### src/rtl/branch_resolve_queue_if.sv
// Fetch/execute-side bus of the branch resolve queue: predicted-branch push,
// in-order resolution, and the registered predictor-update/redirect outputs.
interface branch_resolve_queue_if #(
    parameter int DEPTH = 4,
    parameter int PC_W  = 14
);
    localparam int CNT_W = $clog2(DEPTH) + 1;

    logic             pred_valid;
    logic [PC_W-1:0]  pred_pc;
    logic             pred_taken;
    logic [PC_W-1:0]  pred_target;
    logic             pred_ready;
    logic             res_valid;
    logic             res_taken;
    logic [PC_W-1:0]  res_target;
    logic             branch_en;
    logic             branch_result;
    logic [PC_W-1:0]  upd_pc;
    logic             mispredict;
    logic [PC_W-1:0]  redirect_pc;
    logic [CNT_W-1:0] count;
    logic             res_error;

    modport master (
        output pred_valid, pred_pc, pred_taken, pred_target,
        output res_valid, res_taken, res_target,
        input  pred_ready, branch_en, branch_result, upd_pc,
        input  mispredict, redirect_pc, count, res_error
    );

    modport slave (
        input  pred_valid, pred_pc, pred_taken, pred_target,
        input  res_valid, res_taken, res_target,
        output pred_ready, branch_en, branch_result, upd_pc,
        output mispredict, redirect_pc, count, res_error
    );
endinterface

### src/rtl/branch_resolve_queue.sv
// In-order queue of predicted branches; compares each resolution against the
// oldest prediction, emits the predictor update and flushes on mispredict.
module branch_resolve_queue #(
    parameter int DEPTH = 4,
    parameter int PC_W  = 14
) (
    input logic                   clk,
    input logic                   rst,
    branch_resolve_queue_if.slave bus
);
    localparam int PTR_W = $clog2(DEPTH);
    localparam int CNT_W = PTR_W + 1;

    logic [PC_W-1:0]  pc_mem  [DEPTH];
    logic [PC_W-1:0]  tgt_mem [DEPTH];
    logic [DEPTH-1:0] taken_mem;

    logic [PTR_W-1:0] head;
    logic [PTR_W-1:0] tail;
    logic [CNT_W-1:0] cnt;

    logic             ready;
    logic             push;
    logic             pop;
    logic             mis;
    logic [PC_W-1:0]  head_pc;
    logic [PC_W-1:0]  head_tgt;
    logic             head_taken;

    assign ready      = (cnt != CNT_W'(DEPTH));
    assign push       = bus.pred_valid && ready;
    assign pop        = bus.res_valid && (cnt != '0);
    assign head_pc    = pc_mem[head];
    assign head_tgt   = tgt_mem[head];
    assign head_taken = taken_mem[head];
    assign mis        = pop && ((head_taken != bus.res_taken) ||
                                (head_taken && bus.res_taken && (head_tgt != bus.res_target)));

    assign bus.pred_ready = ready;
    assign bus.count      = cnt;

    // Entry storage is not reset; a write past a flush is harmless since tail is not advanced.
    always_ff @(posedge clk) begin
        if (push) begin
            pc_mem[tail]    <= bus.pred_pc;
            tgt_mem[tail]   <= bus.pred_target;
            taken_mem[tail] <= bus.pred_taken;
        end
    end

    always_ff @(posedge clk) begin
        if (!rst) begin
            head              <= '0;
            tail              <= '0;
            cnt               <= '0;
            bus.branch_en     <= 1'b0;
            bus.branch_result <= 1'b0;
            bus.upd_pc        <= '0;
            bus.mispredict    <= 1'b0;
            bus.redirect_pc   <= '0;
            bus.res_error     <= 1'b0;
        end else begin
            bus.branch_en  <= pop;
            bus.mispredict <= mis;
            bus.res_error  <= bus.res_valid && (cnt == '0);
            if (pop) begin
                bus.branch_result <= bus.res_taken;
                bus.upd_pc        <= head_pc;
            end
            if (mis) begin
                bus.redirect_pc <= bus.res_taken ? bus.res_target : head_pc + PC_W'(4);
                head            <= '0;
                tail            <= '0;
                cnt             <= '0;
            end else begin
                if (push) tail <= tail + 1'b1;
                if (pop)  head <= head + 1'b1;
                cnt <= cnt + CNT_W'(push) - CNT_W'(pop);
            end
        end
    end
endmodule

### src/flat_wrapper.sv
// flat-port wrapper written by rule: the top's interface ports become plain ports
module branch_resolve_queue_flat 
#(
    parameter int DEPTH = 4,
    parameter int PC_W  = 14
)
  (clk, rst, bus_pred_valid, bus_pred_pc, bus_pred_taken, bus_pred_target, bus_res_valid, bus_res_taken, bus_res_target, bus_pred_ready, bus_branch_en, bus_branch_result, bus_upd_pc, bus_mispredict, bus_redirect_pc, bus_count, bus_res_error);
  branch_resolve_queue_if #(.DEPTH(DEPTH), .PC_W(PC_W)) bus_i ();
  input logic clk;
  input logic rst;
  input wire logic [$bits(bus_i.pred_valid)-1:0] bus_pred_valid;
  input wire logic [$bits(bus_i.pred_pc)-1:0] bus_pred_pc;
  input wire logic [$bits(bus_i.pred_taken)-1:0] bus_pred_taken;
  input wire logic [$bits(bus_i.pred_target)-1:0] bus_pred_target;
  input wire logic [$bits(bus_i.res_valid)-1:0] bus_res_valid;
  input wire logic [$bits(bus_i.res_taken)-1:0] bus_res_taken;
  input wire logic [$bits(bus_i.res_target)-1:0] bus_res_target;
  output wire logic [$bits(bus_i.pred_ready)-1:0] bus_pred_ready;
  output wire logic [$bits(bus_i.branch_en)-1:0] bus_branch_en;
  output wire logic [$bits(bus_i.branch_result)-1:0] bus_branch_result;
  output wire logic [$bits(bus_i.upd_pc)-1:0] bus_upd_pc;
  output wire logic [$bits(bus_i.mispredict)-1:0] bus_mispredict;
  output wire logic [$bits(bus_i.redirect_pc)-1:0] bus_redirect_pc;
  output wire logic [$bits(bus_i.count)-1:0] bus_count;
  output wire logic [$bits(bus_i.res_error)-1:0] bus_res_error;
  assign bus_i.pred_valid = bus_pred_valid;
  assign bus_i.pred_pc = bus_pred_pc;
  assign bus_i.pred_taken = bus_pred_taken;
  assign bus_i.pred_target = bus_pred_target;
  assign bus_i.res_valid = bus_res_valid;
  assign bus_i.res_taken = bus_res_taken;
  assign bus_i.res_target = bus_res_target;
  assign bus_pred_ready = bus_i.pred_ready;
  assign bus_branch_en = bus_i.branch_en;
  assign bus_branch_result = bus_i.branch_result;
  assign bus_upd_pc = bus_i.upd_pc;
  assign bus_mispredict = bus_i.mispredict;
  assign bus_redirect_pc = bus_i.redirect_pc;
  assign bus_count = bus_i.count;
  assign bus_res_error = bus_i.res_error;
  branch_resolve_queue #(.DEPTH(DEPTH), .PC_W(PC_W)) u_core (.clk(clk), .rst(rst), .bus(bus_i));
endmodule
### config.mk
export PLATFORM = sky130hd
export DESIGN_NAME = branch_resolve_queue_flat
export DESIGN_NICKNAME = d
export VERILOG_FILES = /design/src/rtl/branch_resolve_queue_if.sv /design/src/rtl/branch_resolve_queue.sv /design/src/flat_wrapper.sv
export SDC_FILE = /design/constraint.sdc
export NUM_CORES = 1
export LEC_CHECK = 0
export CORE_ASPECT_RATIO = 0.75
export CORE_UTILIZATION = 49
export DETAILED_ROUTE_END_ITERATION = 8
export GPL_TIMING_DRIVEN = 0
export HOLD_SLACK_MARGIN = 0.15
export PLACE_DENSITY = 0.75
export SLEW_MARGIN = 30
export SYNTH_ARGS = -nofsm -noshare
export SYNTH_HDL_FRONTEND = slang
export SYNTH_SLANG_ARGS = --single-unit
### constraint.sdc
create_clock -name clk -period 2.4 [get_ports clk]
set_input_delay 0.48 -clock clk [delete_from_list [all_inputs] [get_ports clk]]
set_output_delay 0.48 -clock clk [all_outputs]
set_load 0.005 [all_outputs]
### Word-level counts from Yosys, hierarchy flattened

Memory sizes are Yosys's and may differ from the RTL's. A register that Yosys moved wholly into a read port is not among the register bits.
Cells that the tools add are included.

| storage, ports and cells | value |
|---|---|
| memories | 2 |
| bits in registers | 43 |
| bits in writable memories | 112 |
| word-level logic and storage cells | 47 |
| output and inout port bits | 36 |
| input bits | 48 |

| cells by class | value |
|---|---|
| add/subtract/negate cells | 5 |
| bitwise logic cells | 1 |
| mux-type cells | 12 |
| reduce and logical (&&, ||, !) cells | 11 |
| magnitude comparators | 3 |
| equal/unequal tests | 3 |

Memories:

| name | depth | width | rd ports | clocked after memory_dff | write ports | line | RTL |
|---|---|---|---|---|---|---|---|
| u_core.pc_mem | 4 | 14 | 1 | 1 | 1 | branch_resolve_queue.sv:14 | `logic [PC_W-1:0] pc_mem [DEPTH];` |
| u_core.tgt_mem | 4 | 14 | 1 | 1 | 1 | branch_resolve_queue.sv:15 | `logic [PC_W-1:0] tgt_mem [DEPTH];` |

Operators by type and width:

| kind | count |
|---|---|
| adder 14 x 3 -> 14 bit (second input constant) | 1 |
| two-way mux 14 bit | 1 |
| != test 14 bit | 1 |
| two-way mux 2 bit | 4 |
| logical AND 1 bit | 7 |
| < comparator 2 x 3 -> 1 bit (second input constant) | 2 |
| adder 2 x 1 -> 2 bit (second input constant) | 2 |
| bitwise mux 4 bit | 1 |
| two-way mux 1 bit | 4 |
| adder 3 x 1 -> 3 bit | 1 |
| zero test 3 bit | 1 |
| != test 3 bit (second input constant) | 1 |
| nonzero test 3 bit | 1 |
| subtractor 3 x 1 -> 3 bit | 1 |
| binary-select mux 1 bit (select 2 bit) | 1 |
| demux 1 bit (select 2 bit) | 1 |
| greater-or-equal comparator 2 x 1 -> 1 bit (second input constant) | 1 |
| OR reduction 2 bit | 1 |
| logical OR 1 bit | 1 |
| != test 1 bit | 1 |
| inverter 1 bit | 1 |

### Depth between registers and ports, before layout

Gate-level depths: netlist (run 1).

| depth | value |
|---|---|
| depth after elaboration | 8 |
| mapped depth | 11 |
| mapped depth without buffers | 10 |

### Worst setup path before layout (run 1)

No wires, ideal clock.

| timing path | value |
|---|---|
| kind | register to register |
| start | register u_core.cnt[2], in the netlist u_core.bus.count[2] |
| end | register u_core.cnt[2], in the netlist u_core.bus.count[2] |
| arrival | 2,319 ps |
| path buffers | 1 |
| period minus slack after synthesis | 2,434 ps |
| path slack | -34 ps |
| library setup time | 115 ps |
| stages on the path, launching flop included | 12 |
| path through | dfxtp_1 -> nor3_1 -> nand2b_1 -> clkinv_1 -> buf_1 -> ha_1 -> inv_1 -> ha_1 -> fa_1 -> xor2_1 -> xnor2_1 -> and2_1 |

| on the way | value |
|---|---|
| longest elaborated chain between the ends | 4 |

Ends and longest elaborated chain:

| what | line | RTL |
|---|---|---|
| start: declaration | branch_resolve_queue.sv:20 | `logic [CNT_W-1:0] cnt;` |
| start signal: assignment | branch_resolve_queue.sv:78 | `cnt <= cnt + CNT_W'(push) - CNT_W'(pop);` |
| nonzero test 3 bit (*) | branch_resolve_queue.sv:32 | `assign pop = bus.res_valid && (cnt != '0);` |
| logical AND 1 bit (*) | branch_resolve_queue.sv:32 |  |
| net u_core.pop | branch_resolve_queue.sv:24 | `logic pop;` |
| branches (longest 2 deep; another with subtractor 3 x 1 -> 3 bit) | - |  |

Mark *: on every way through the listed nets, which the timed path passes.
A chain may end at the register's enable or synchronous reset.

==> results.sh, run 1 <==
export IMPL_synth_edff_count=116
export IMPL_cp_top_family="compound AO/OA/AOI/OAI gates"
export IMPL_async_flop_share_pct=0
export IMPL_clock_skew_ps=13.0
export IMPL_worst_setup_path_start_kind="flop"
export IMPL_grt_pass1_vias=3726
export IMPL_slew_viol_final=0
export IMPL_viasPerCell=5.47
export IMPL_synth_fp_nets=428
export IMPL_core_area_um2=12400
export IMPL_synth_top_area_cell="edfxtp_1"
export IMPL_routed_wl_um=13500
export IMPL_vias=3651
export IMPL_path_class="flop to flop"
export IMPL_cp_num_buf_inv=3
export IMPL_diodes=0
export IMPL_grt_antenna_before_repair=0
export IMPL_fin_ws_ps=-208
export IMPL_drt_initial_drc_count=238
export IMPL_path_cells="buf_6 -> buf_12 -> mux4_2 -> xnor2_2 -> nand4_1 -> o41a_1 -> o21ai_4 -> buf_6 -> o2bb2ai_1"
export IMPL_rows=35
export IMPL_die_w_um=133
export IMPL_syn_inst=371
export IMPL_finalSetupTns_ps=-4010
export IMPL_h_tree_depth=4
export IMPL_peakVddDrop_uv=665
export IMPL_cpPeakStageDelay_ps=540
export IMPL_max_cap_violations=0
export IMPL_period_minus_slack_ps=2610
export IMPL_grt_pass1_wl_um=20800
export IMPL_violations="setup timing"
export IMPL_dpl_cell_area_um2=7450
export IMPL_syn_avg_cell_area_um2=17.0
export IMPL_finalNonFillerCells=667
export IMPL_p_total_uw=8250
export IMPL_crit_path_top_delay_cell="o41a_1"
export IMPL_yosysTopAreaCellShare_pct=55.4
export IMPL_clkTransAtPathRegs_ps=60
export IMPL_end_kind="flop"
export IMPL_layout_drive_gt1_share_pct=21.2
export IMPL_numCtsBuffers=17
export IMPL_placed_cells=624
export IMPL_die_y_um=100
export IMPL_cts_sinks=157
export IMPL_hp_class="flop to flop"
export IMPL_status="finished, violations left"
export IMPL_insertion_delay_ps=420
export IMPL_dp_hpwl_um=9170
export IMPL_firstDrtPassIters=5
export IMPL_grt_total_usage_pct=21.8
export IMPL_yosys_warnings=0
export IMPL_clockRootBuffer="clkbuf_16"
export IMPL_cp_max_fo=7
export IMPL_ys_flop_type="edfxtp_1"
export IMPL_fin_crit_sh_pct=109
export IMPL_drtAntennaViolNets=0
export IMPL_gp_congestion=0.780
export IMPL_start_util_pct=50.8
export IMPL_clockBufferDepth=2
export IMPL_worst_slew_pin_slew_ps=735
export IMPL_num_io_pins=84
export IMPL_cts_tree="built"
export IMPL_hold_ws_ps=472
export IMPL_required_ps=2710
export IMPL_max_freq_mhz=383
export IMPL_fin_area_um2=8150
export IMPL_max_slew_margin_pct=51.0
export IMPL_yosys_top_cells_area="edfxtp_1 55%, dfxtp_1 13%, mux4_2 7.5%, mux4_1 3.3%, xnor2_1 2.5%"
export IMPL_cpMostUsedCell="buf_6"
export IMPL_avgRoutedWirePerCell_um=20.2
export IMPL_grt_max_degree=20
export IMPL_area_growth_pct=29.5
export IMPL_setup_violations=24
export IMPL_final_hold_viol_count=0
export IMPL_ys_seq_area_share_pct=68.4
export IMPL_synth_seq_cells=157
export IMPL_post_synth_num_cell_types=37
export IMPL_cp_arrival_ps=2920
export IMPL_numPortBuffers=83
export IMPL_rsz0062_at_grt="yes"
export IMPL_power_density_nw_per_um2=1010
export IMPL_p_leak_uw=0.00278
export IMPL_final_nets=545
export IMPL_overflow=0
export IMPL_drc=0
export IMPL_syn_area_um2=6290
export IMPL_dieArea_um2=13300
export IMPL_nFillCells=840
[power breakdown]
part | internal (uW) | switching, uW | total [uW]
sequential | 3430 | 190 | 3620
clock | 1310 | 1020 | 2330
combinational | 1170 | 1130 | 2300
total | 5900 | 2340 | 8250
[layer usage]
layer | track usage (%) | share of wire [%] | up-vias
met4 | 8.31 | 1.0 | 0
met3 | 4.85 | 8.4 | 11
met2 | 33.6 | 47 | 147
li1 | - | - | 1660
met1 | 30.5 | 44 | 1833
met5 | 0 | 0 | -
[path summary, 6_finish.rpt]
check | from | endpoint | slack, ps | cells after the start
worst max-delay path | flop | u_core.bus.redirect_pc[8] | -210 | 9
worst min-delay path | u_core.bus.upd_pc[10] | u_core.bus.upd_pc[10] | 470 | 2
worst max register to register | flop | u_core.bus.redirect_pc[8] | -210 | 9
worst min register to register | u_core.bus.upd_pc[10] | u_core.bus.upd_pc[10] | 470 | 2
[synthesized netlist by cell type (7+ instances only)]
master / number
edfxtp_1: 116
mux2i_1: 10
dfxtp_1: 41
xor2_1: 9
and2_1: 7
a21boi_0: 15
ha_1: 8
inv_1: 8
mux4_2: 21
nand2_1: 38
o2bb2ai_1: 11
mux4_1: 8
xnor2_1: 18
[per-stage QoR]
step                      setup WS [ps]  utilization (%)
after floorplan                    13.6                -
after global placement             -587             59.2
after detailed placement           -629             60.1
after CTS                          -213             65.3
after global routing               -335             65.8
final                              -208             65.8
[sequential cells by signal, summed over array words and instances, names as in the netlist, named ones only]
| name | cells |
|---|---|
| u_core.tgt_mem | 56 |
| u_core.head | 2 |
| u_core.bus.res_error | 1 |
| u_core.bus.count | 3 |
| u_core.bus.mispredict | 1 |
| u_core.tail | 2 |
| u_core.bus.upd_pc | 14 |
| u_core.bus.redirect_pc | 14 |
| u_core.bus.branch_en | 1 |
| u_core.taken_mem | 4 |
| u_core.bus.branch_result | 1 |
| u_core.pc_mem | 56 |
[cell type report]
type	instances	area [um^2]	area share, %
Multi-Input combinational cell	189	1900	23.4
Inverter	9	38.8	0.476
Clock inverter	11	72.6	0.891
Clock buffer	21	440	5.40
Sequential cell	157	4310	52.8
Tap cell	166	208	2.55
Timing Repair Buffer	99	1050	12.9
Buffer	15	125	1.54
[worst register-to-register path: cells and delay by family (launching register included)]
| family | cells | cell delay [ps] |
|---|---|---|
| xor gates and xnor gates | 1 | 140 |
| muxes | 1 | 530 |
| AOI/OAI and AO/OA | 3 | 880 |
| buffers and inverters | 3 | 430 |
| DFF | 1 | 330 |
| and+or+nand+nor | 1 | 200 |
[cells in the final DEF (no fill, tap or decap), drive strengths merged, types with 2 or more instances in the layout]
cell / Yosys / final
ha: 8 / 8
a21oi: 4 / 4
inv: 8 / 8
buf: 10 / 24
xnor2: 19 / 19
clkdlybuf4s50: 0 / 83
nand3: 5 / 5
edfxtp: 116 / 116
dfxtp: 41 / 41
clkinvlp: 0 / 4
nand4: 4 / 4
xor2: 9 / 9
o2bb2ai: 14 / 14
and2: 8 / 8
nand2b: 2 / 2
o41ai: 2 / 2
and3: 5 / 5
a21boi: 15 / 15
nor3: 4 / 4
nor2: 6 / 6
o21ai: 3 / 3
mux4: 29 / 29
clkinv: 1 / 8
nand2: 38 / 38
clkbuf: 6 / 28
mux2i: 10 / 10
[cell families (layout without fill, tap and decap cells)]
| logic type | count (synthesis) | after routing | synth area share [%] |
|---|---|---|---|
| and+or+nand+nor | 74 | 74 | 5.45 |
| AOI/OAI and AO/OA | 39 | 39 | 5.41 |
| xor gates and xnor gates | 28 | 28 | 4.02 |
| muxes | 39 | 39 | 12.5 |
| buffers and inverters | 25 | 155 | 2.35 |
| DFF | 157 | 157 | 68.4 |
| adders and majority gates | 9 | 9 | 1.91 |
[repair_timing]
item	in CTS	in global routing
pin swaps	10	2
setup endpoints to repair	24	24
buffers inserted	10	1
gates resized for setup	22	10
gates cloned	1	0
hold buffers	0	0
Note: power is estimated with default switching activity, not from simulation.
==> inputs of run 2 (changes only) <==
Settings changed: ABC_AREA set to 1, CORE_UTILIZATION 49 to 50, PLACE_DENSITY 0.75 to 0.76.
==> results.sh, run 2 <==
export IMPL_status="finished, final reports clean"
export IMPL_clockRootBuffer="clkbuf_16"
export IMPL_cts_setup_buffers=0
export IMPL_hp_class="flop to flop"
export IMPL_clock_skew_ps=8.72
export IMPL_drc=0
export IMPL_power_internal_uw=6270
export IMPL_synthTopCellsByCount="193 x nand2_1, 116 x edfxtp_1, 75 x nand3_1, 58 x nor2_1, 54 x inv_1"
export IMPL_diodes=0
export IMPL_required_ps=2720
export IMPL_yosysMostFrequentCell="nand2_1"
export IMPL_async_flop_share_pct=0
export IMPL_power_density_nw_per_um2=1070
export IMPL_max_freq_mhz=433
export IMPL_synth_top_area_cell="edfxtp_1"
export IMPL_holdBufCountCts=0
export IMPL_yosysTopAreaCellShare_pct=51.5
export IMPL_cp_max_fo=10
export IMPL_drtAntennaViolNets=0
export IMPL_grt_antenna_before_repair=0
export IMPL_viasPerCell=5.42
export IMPL_layout_drive_gt1_share_pct=9.67
export IMPL_end_kind="flop"
export IMPL_synth_seq_cells=157
export IMPL_firstDrtPassIters=5
export IMPL_avgRoutedWirePerCell_um=16.9
export IMPL_mostFrequentLayoutCell="nand2_1"
export IMPL_syn_inst=668
export IMPL_fin_area_um2=8610
export IMPL_worst_slew_pin_slew_ps=560
export IMPL_rows=36
export IMPL_min_from="u_core.bus.redirect_pc[2]"
export IMPL_area_growth_pct=27.4
export IMPL_routed_wl_um=16200
export IMPL_clkTransAtPathRegs_ps=60
export IMPL_ys_flop_type="edfxtp_1"
export IMPL_core_area_um2=13100
export IMPL_overflow=0
export IMPL_peakVddDrop_uv=659
export IMPL_h_tree_depth=4
export IMPL_p_sw_share_pct=32.2
export IMPL_nFillCells=972
export IMPL_slew_viol_final=0
export IMPL_rsz0062_at_grt="no"
export IMPL_max_slew_margin_pct=62.6
export IMPL_final_nets=830
export IMPL_pwr_share_seq_pct=38.8
export IMPL_numCtsBuffers=17
export IMPL_num_io_pins=84
export IMPL_grt_pass1_vias=5039
export IMPL_synth_fp_nets=725
export IMPL_synth_edff_count=116
export IMPL_drt_initial_drc_count=398
export IMPL_reg_top3="u_core.pc_mem x56, u_core.tgt_mem x56"
export IMPL_insertion_delay_ps=420
export IMPL_start_util_pct=51.6
export IMPL_final_hold_viol_count=0
export IMPL_finalSetupTns_ps=0
export IMPL_post_synth_num_cell_types=31
export IMPL_cts_sinks=157
export IMPL_cp_endpoint="u_core.bus.redirect_pc[10]"
export IMPL_final_cell_mix="193 x nand2_1, 116 x edfxtp_1, 83 x clkdlybuf4s50_1"
export IMPL_rr_endpoint="u_core.bus.redirect_pc[10]"
export IMPL_clkPwrFrac_pct=29.9
export IMPL_gp_congestion=0.806
export IMPL_yosys_top_cells_area="edfxtp_1 52%, dfxtp_1 12%, nand2_1 11%, nand3_1 5.6%, nor2_1 3.2%"
export IMPL_p_sw_uw=2970
export IMPL_final_util_pct=65.7
export IMPL_power_frac_comb_pct=31.3
export IMPL_rrSetupSlack_ps=90
export IMPL_p_leak_uw=0.00347
export IMPL_clockBufferDepth=2
export IMPL_ys_seq_area_share_pct=63.7
export IMPL_crit_path_top_delay_cell="dfxtp_1"
export IMPL_hold_path_depth=2
export IMPL_path_class="flop to flop"
export IMPL_max_cap_violations=0
export IMPL_numPortBuffers=83
export IMPL_worst_setup_path_start_kind="flop"
export IMPL_cts_tree="built"
export IMPL_syn_avg_cell_area_um2=10.1
export IMPL_syn_area_um2=6760
export IMPL_vias=5185
export IMPL_cpPeakStageDelay_ps=300
export IMPL_yosys_warnings=0
export IMPL_fin_crit_sh_pct=96.3
export IMPL_grt_total_usage_pct=24.7
export IMPL_reg2reg_depth=14
export IMPL_grt_max_degree=20
export IMPL_die_y_um=103
export IMPL_period_minus_slack_ps=2310
export IMPL_cpMostUsedCell="nand2_1"
export IMPL_dp_hpwl_um=11400
export IMPL_cp_arrival_ps=2630
export IMPL_path_cells="buf_6 -> inv_6 -> buf_6 -> buf_4 -> o211ai_1 -> nand2_1 -> ha_1 -> inv_1 -> nor2_4 -> nand3_1 -> nand2_1 -> nand3_1 -> nand4_1 -> nand2_1"
export IMPL_dpl_cell_area_um2=7960
export IMPL_dieArea_um2=14000
export IMPL_setup_violations=0
export IMPL_grt_pass1_wl_um=25300
export IMPL_die_w_um=136
## run 2: worst min path at each step
stage | endpoint | slack (ps)
final | u_core.bus.redirect_pc[2] | 480
after global routing | u_core.bus.redirect_pc[4] | 500
after CTS | u_core.bus.redirect_pc[2] | 490
after detailed placement | u_core.bus.redirect_pc[2] | 480
after global placement | u_core.bus.redirect_pc[0] | 470
after floorplan | u_core.bus.redirect_pc[12] | 460
## run 2: power by group through the flow
stage | Clock (uW) | Sequential, uW | Combinational (uW)
5_1_grt | 2880 | 3620 | 3240
3_5_place_dp | 0 | 3630 | 2830
6_report | 2770 | 3590 | 2900
4_1_cts | 2780 | 3580 | 2890
2_1_floorplan | 0 | 3600 | 1730
3_3_place_gp | 0 | 3640 | 2620
## run 2: cell families after synthesis
logic type,count (synthesis),share of synthesized area (%)
AOI/OAI and AO/OA,58,4.79
adders and majority gates,9,1.78
buffers and inverters,85,6.31
and+or+nand+nor,350,22.3
DFF,157,63.7
xor gates and xnor gates,9,1.17
## run 2: routing by layer
metal,wire length [um],track usage (%),vias up
met3,1180,5.41,31
met2,7670,41.0,229
met5,0,0,-
met1,7030,32.6,2475
li1,-,-,2450
met4,278,7.95,0
## run 2: repair_timing
item | 4_1_cts | 5_1_grt
endpoints found under the setup margin | 4 | 4
gates resized for setup | 7 | 2
cloned | 0 | 0
pin swaps | 0 | 1
## run 2: area by class of cell
class                   count  area (um^2)  area share, %
plain buffers              27          206           2.40
repair buffers             88          956           11.1
clock buffers              27          598           6.95
inverters                  56          215           2.50
well taps                 171          214           2.48
clock inverters             5         35.0          0.407
multi-input cells         426         2080           24.2
flip-flops and latches    157         4300           50.0
## run 2: through the flow
stage / setup WS (ps) / power, uW / instances / hold WS [ps]
2_1_floorplan: 1.13 / 5330 / 668 / 459
3_3_place_gp: -1520 / 6250 / 922 / 468
3_5_place_dp: -949 / 6460 / 927 / 476
4_1_cts: 23.7 / 9250 / 958 / 485
5_1_grt: 9.13 / 9740 / 957 / 497
6_report: 89.3 / 9250 / 957 / 483
## run 2: worst max-delay path: cells and delay by family, from the launching register on
family,cells,cell delay (ps)
buffers and inverters,5,660
AOI/OAI and AO/OA,1,90
adders and majority gates,1,240
and+or+nand+nor,7,880
DFF,1,300
==> variant (config.mk and constraints of run 1) <==
`DEPTH` is set to 4 in 3 places; all go to 8.
--- a/src/rtl/branch_resolve_queue_if.sv
+++ b/src/rtl/branch_resolve_queue_if.sv
@@ -1,7 +1,7 @@
 // Fetch/execute-side bus of the branch resolve queue: predicted-branch push,
 // in-order resolution, and the registered predictor-update/redirect outputs.
 interface branch_resolve_queue_if #(
-    parameter int DEPTH = 4,
+    parameter int DEPTH = 8,
     parameter int PC_W  = 14
 );
     localparam int CNT_W = $clog2(DEPTH) + 1;
--- a/src/rtl/branch_resolve_queue.sv
+++ b/src/rtl/branch_resolve_queue.sv
@@ -1,7 +1,7 @@
 // In-order queue of predicted branches; compares each resolution against the
 // oldest prediction, emits the predictor update and flushes on mispredict.
 module branch_resolve_queue #(
-    parameter int DEPTH = 4,
+    parameter int DEPTH = 8,
     parameter int PC_W  = 14
 ) (
     input logic                   clk,
--- a/src/flat_wrapper.sv
+++ b/src/flat_wrapper.sv
@@ -1,7 +1,7 @@
 // flat-port wrapper written by rule: the top's interface ports become plain ports
 module branch_resolve_queue_flat 
 #(
-    parameter int DEPTH = 4,
+    parameter int DEPTH = 8,
     parameter int PC_W  = 14
 )
   (clk, rst, bus_pred_valid, bus_pred_pc, bus_pred_taken, bus_pred_target, bus_res_valid, bus_res_taken, bus_res_target, bus_pred_ready, bus_branch_en, bus_branch_result, bus_upd_pc, bus_mispredict, bus_redirect_pc, bus_count, bus_res_error);
Ports: changed (resized bus_count); port bits go from 84 to 85. The function was not compared with the original's and may differ.
==> variant against run 1 <==
The run still ends with negative setup slack left. Non-clock buffer count rose by 38. Routed wire length rose by 90%. Total power rose by 78%. Clock skew rose by 2.2 ps. Worst setup slack got worse by 230 ps. Clock power rose by 92%. Cell area rose by 74%. Synthesized area rose by 77%. Sequential cell count rose by 120. Largest cell class unchanged.
==> variant: results (changes against run 1) <==
status:
  status: "finished, violations left"
  violations: "negative setup slack"
place:
  dpl_cell_area_mm2: 0.0127  # +70%
  hpwlAfterDp_um: 16900  # +85%
  place_congestion: 0.832  # +6.7%
  placed_cells: 1023  # +64%
pwr:
  p_sw_uw: 4060  # +73%
  vdd_drop_max_mv: 0.850  # +28%
  seq_power_uw: 5960  # +65%
  pg_comb_uw: 4220  # +83%
  p_leak_uw: 0.00470  # +69%
worst_setup_path:
  ff2ff_path_depth: 12  # +3
  crit_path_max_fanout: 6  # -1
  r2r_setup_slack_ps: -440  # -230 ps
  crit_end: "u_core.bus.redirect_pc[9]$_SDFFE_PN0P_"
  arrival_ps: 3300  # +380 ps
cts:
  htreeDepth: 1  # -3
  clockBufferDepth: 3  # +1
  clock_latency_ps: 540  # +120 ps
  numCtsBuffers: 27  # +10
yosys:
  synth.distinct_cells: 40  # +8.1%
  synth_compound_area_share_pct: 2.67  # -2.7 points
  synth_fp_nets: 692  # +62%
  synth_edf_count: 232  # +100%
  netlist_top_cells_count: "edfxtp_1, mux4_2, nand2_1"
  synthMuxAreaShare_pct: 15.8  # +3.4 points
  ys_seq_area_share_pct: 70.8  # +2.4 points
  synth-xor-area-share_pct: 1.73  # -2.3 points
  synth.avg_cell_area_um2: 17.5  # +3.5%
  synth-adder-area-share_pct: 1.31  # -0.60 points
global_route:
  grt_pass1_vias: 6388  # +71%
  grt_max_degree: 17  # -15%
  met3_usage_pct: 2.94  # -1.9 points
  grtUsageTotal_pct: 22.4  # +0.65 points
routing:
  wl_met1_um: 11400  # +92%
  dr_total_vias: 6340  # +74%
  met3_length_um: 1830  # +61%
  wl_met2_um: 11900  # +89%
  drt-initial-drc-count: 590  # +150%
  avgViaCountPerCell: 5.77  # +5.4%
layout:
  final-nonclk-buf-share_pct: 12.1  # -2.4 points
  nNonClkInverters: 11  # +2
  num-nets-final: 843  # +55%
  clkbuf_count: 33  # +57%
  multiInputGateArea_mm2: 0.00327  # +72%
  clk_share_pct: 6.61  # +0.31 points
  buffers_excl_clock: 152  # +33%
  multi_input_gates: 315  # +67%
sta:
  hold_ws_ps: 468  # -4.32 ps
  setup_viol: 28  # +17%
  skew_ps: 15.2  # +2.21 ps
  setup_slack_ps: -439  # -231 ps
min_path:
  hp-start: "u_core.bus.branch_result$_SDFFE_PN0P_"
[variant: cell count changes in the layout (fill, tap and decap cells not counted), sizes merged, moves of 10 or more]
cell and delta:
a21boi -15, buf +31, clkbuf +18, edfxtp +116, mux2 +16, mux2i +35, mux4 +21, nor2 +30
nor3 +10, o2bb2ai -14
[variant: critical path, cell delays in order, from the launching register on]
cell     delay (ps)
dfxtp_4         370
buf_12          140
buf_12          120
buf_4           110
mux4_2          520
mux2i_4         220
xor2_1          220
nand2_1         120
nor4_4          320
a21o_1          160
buf_6           130
buf_12          120
mux2i_1         200
[variant: repair_timing]
item	4_1_cts	5_1_grt
gates resized for setup	45	15
pin swaps	11	4
cloned	1	2
setup endpoints to repair	254	83
buffers inserted	19	5
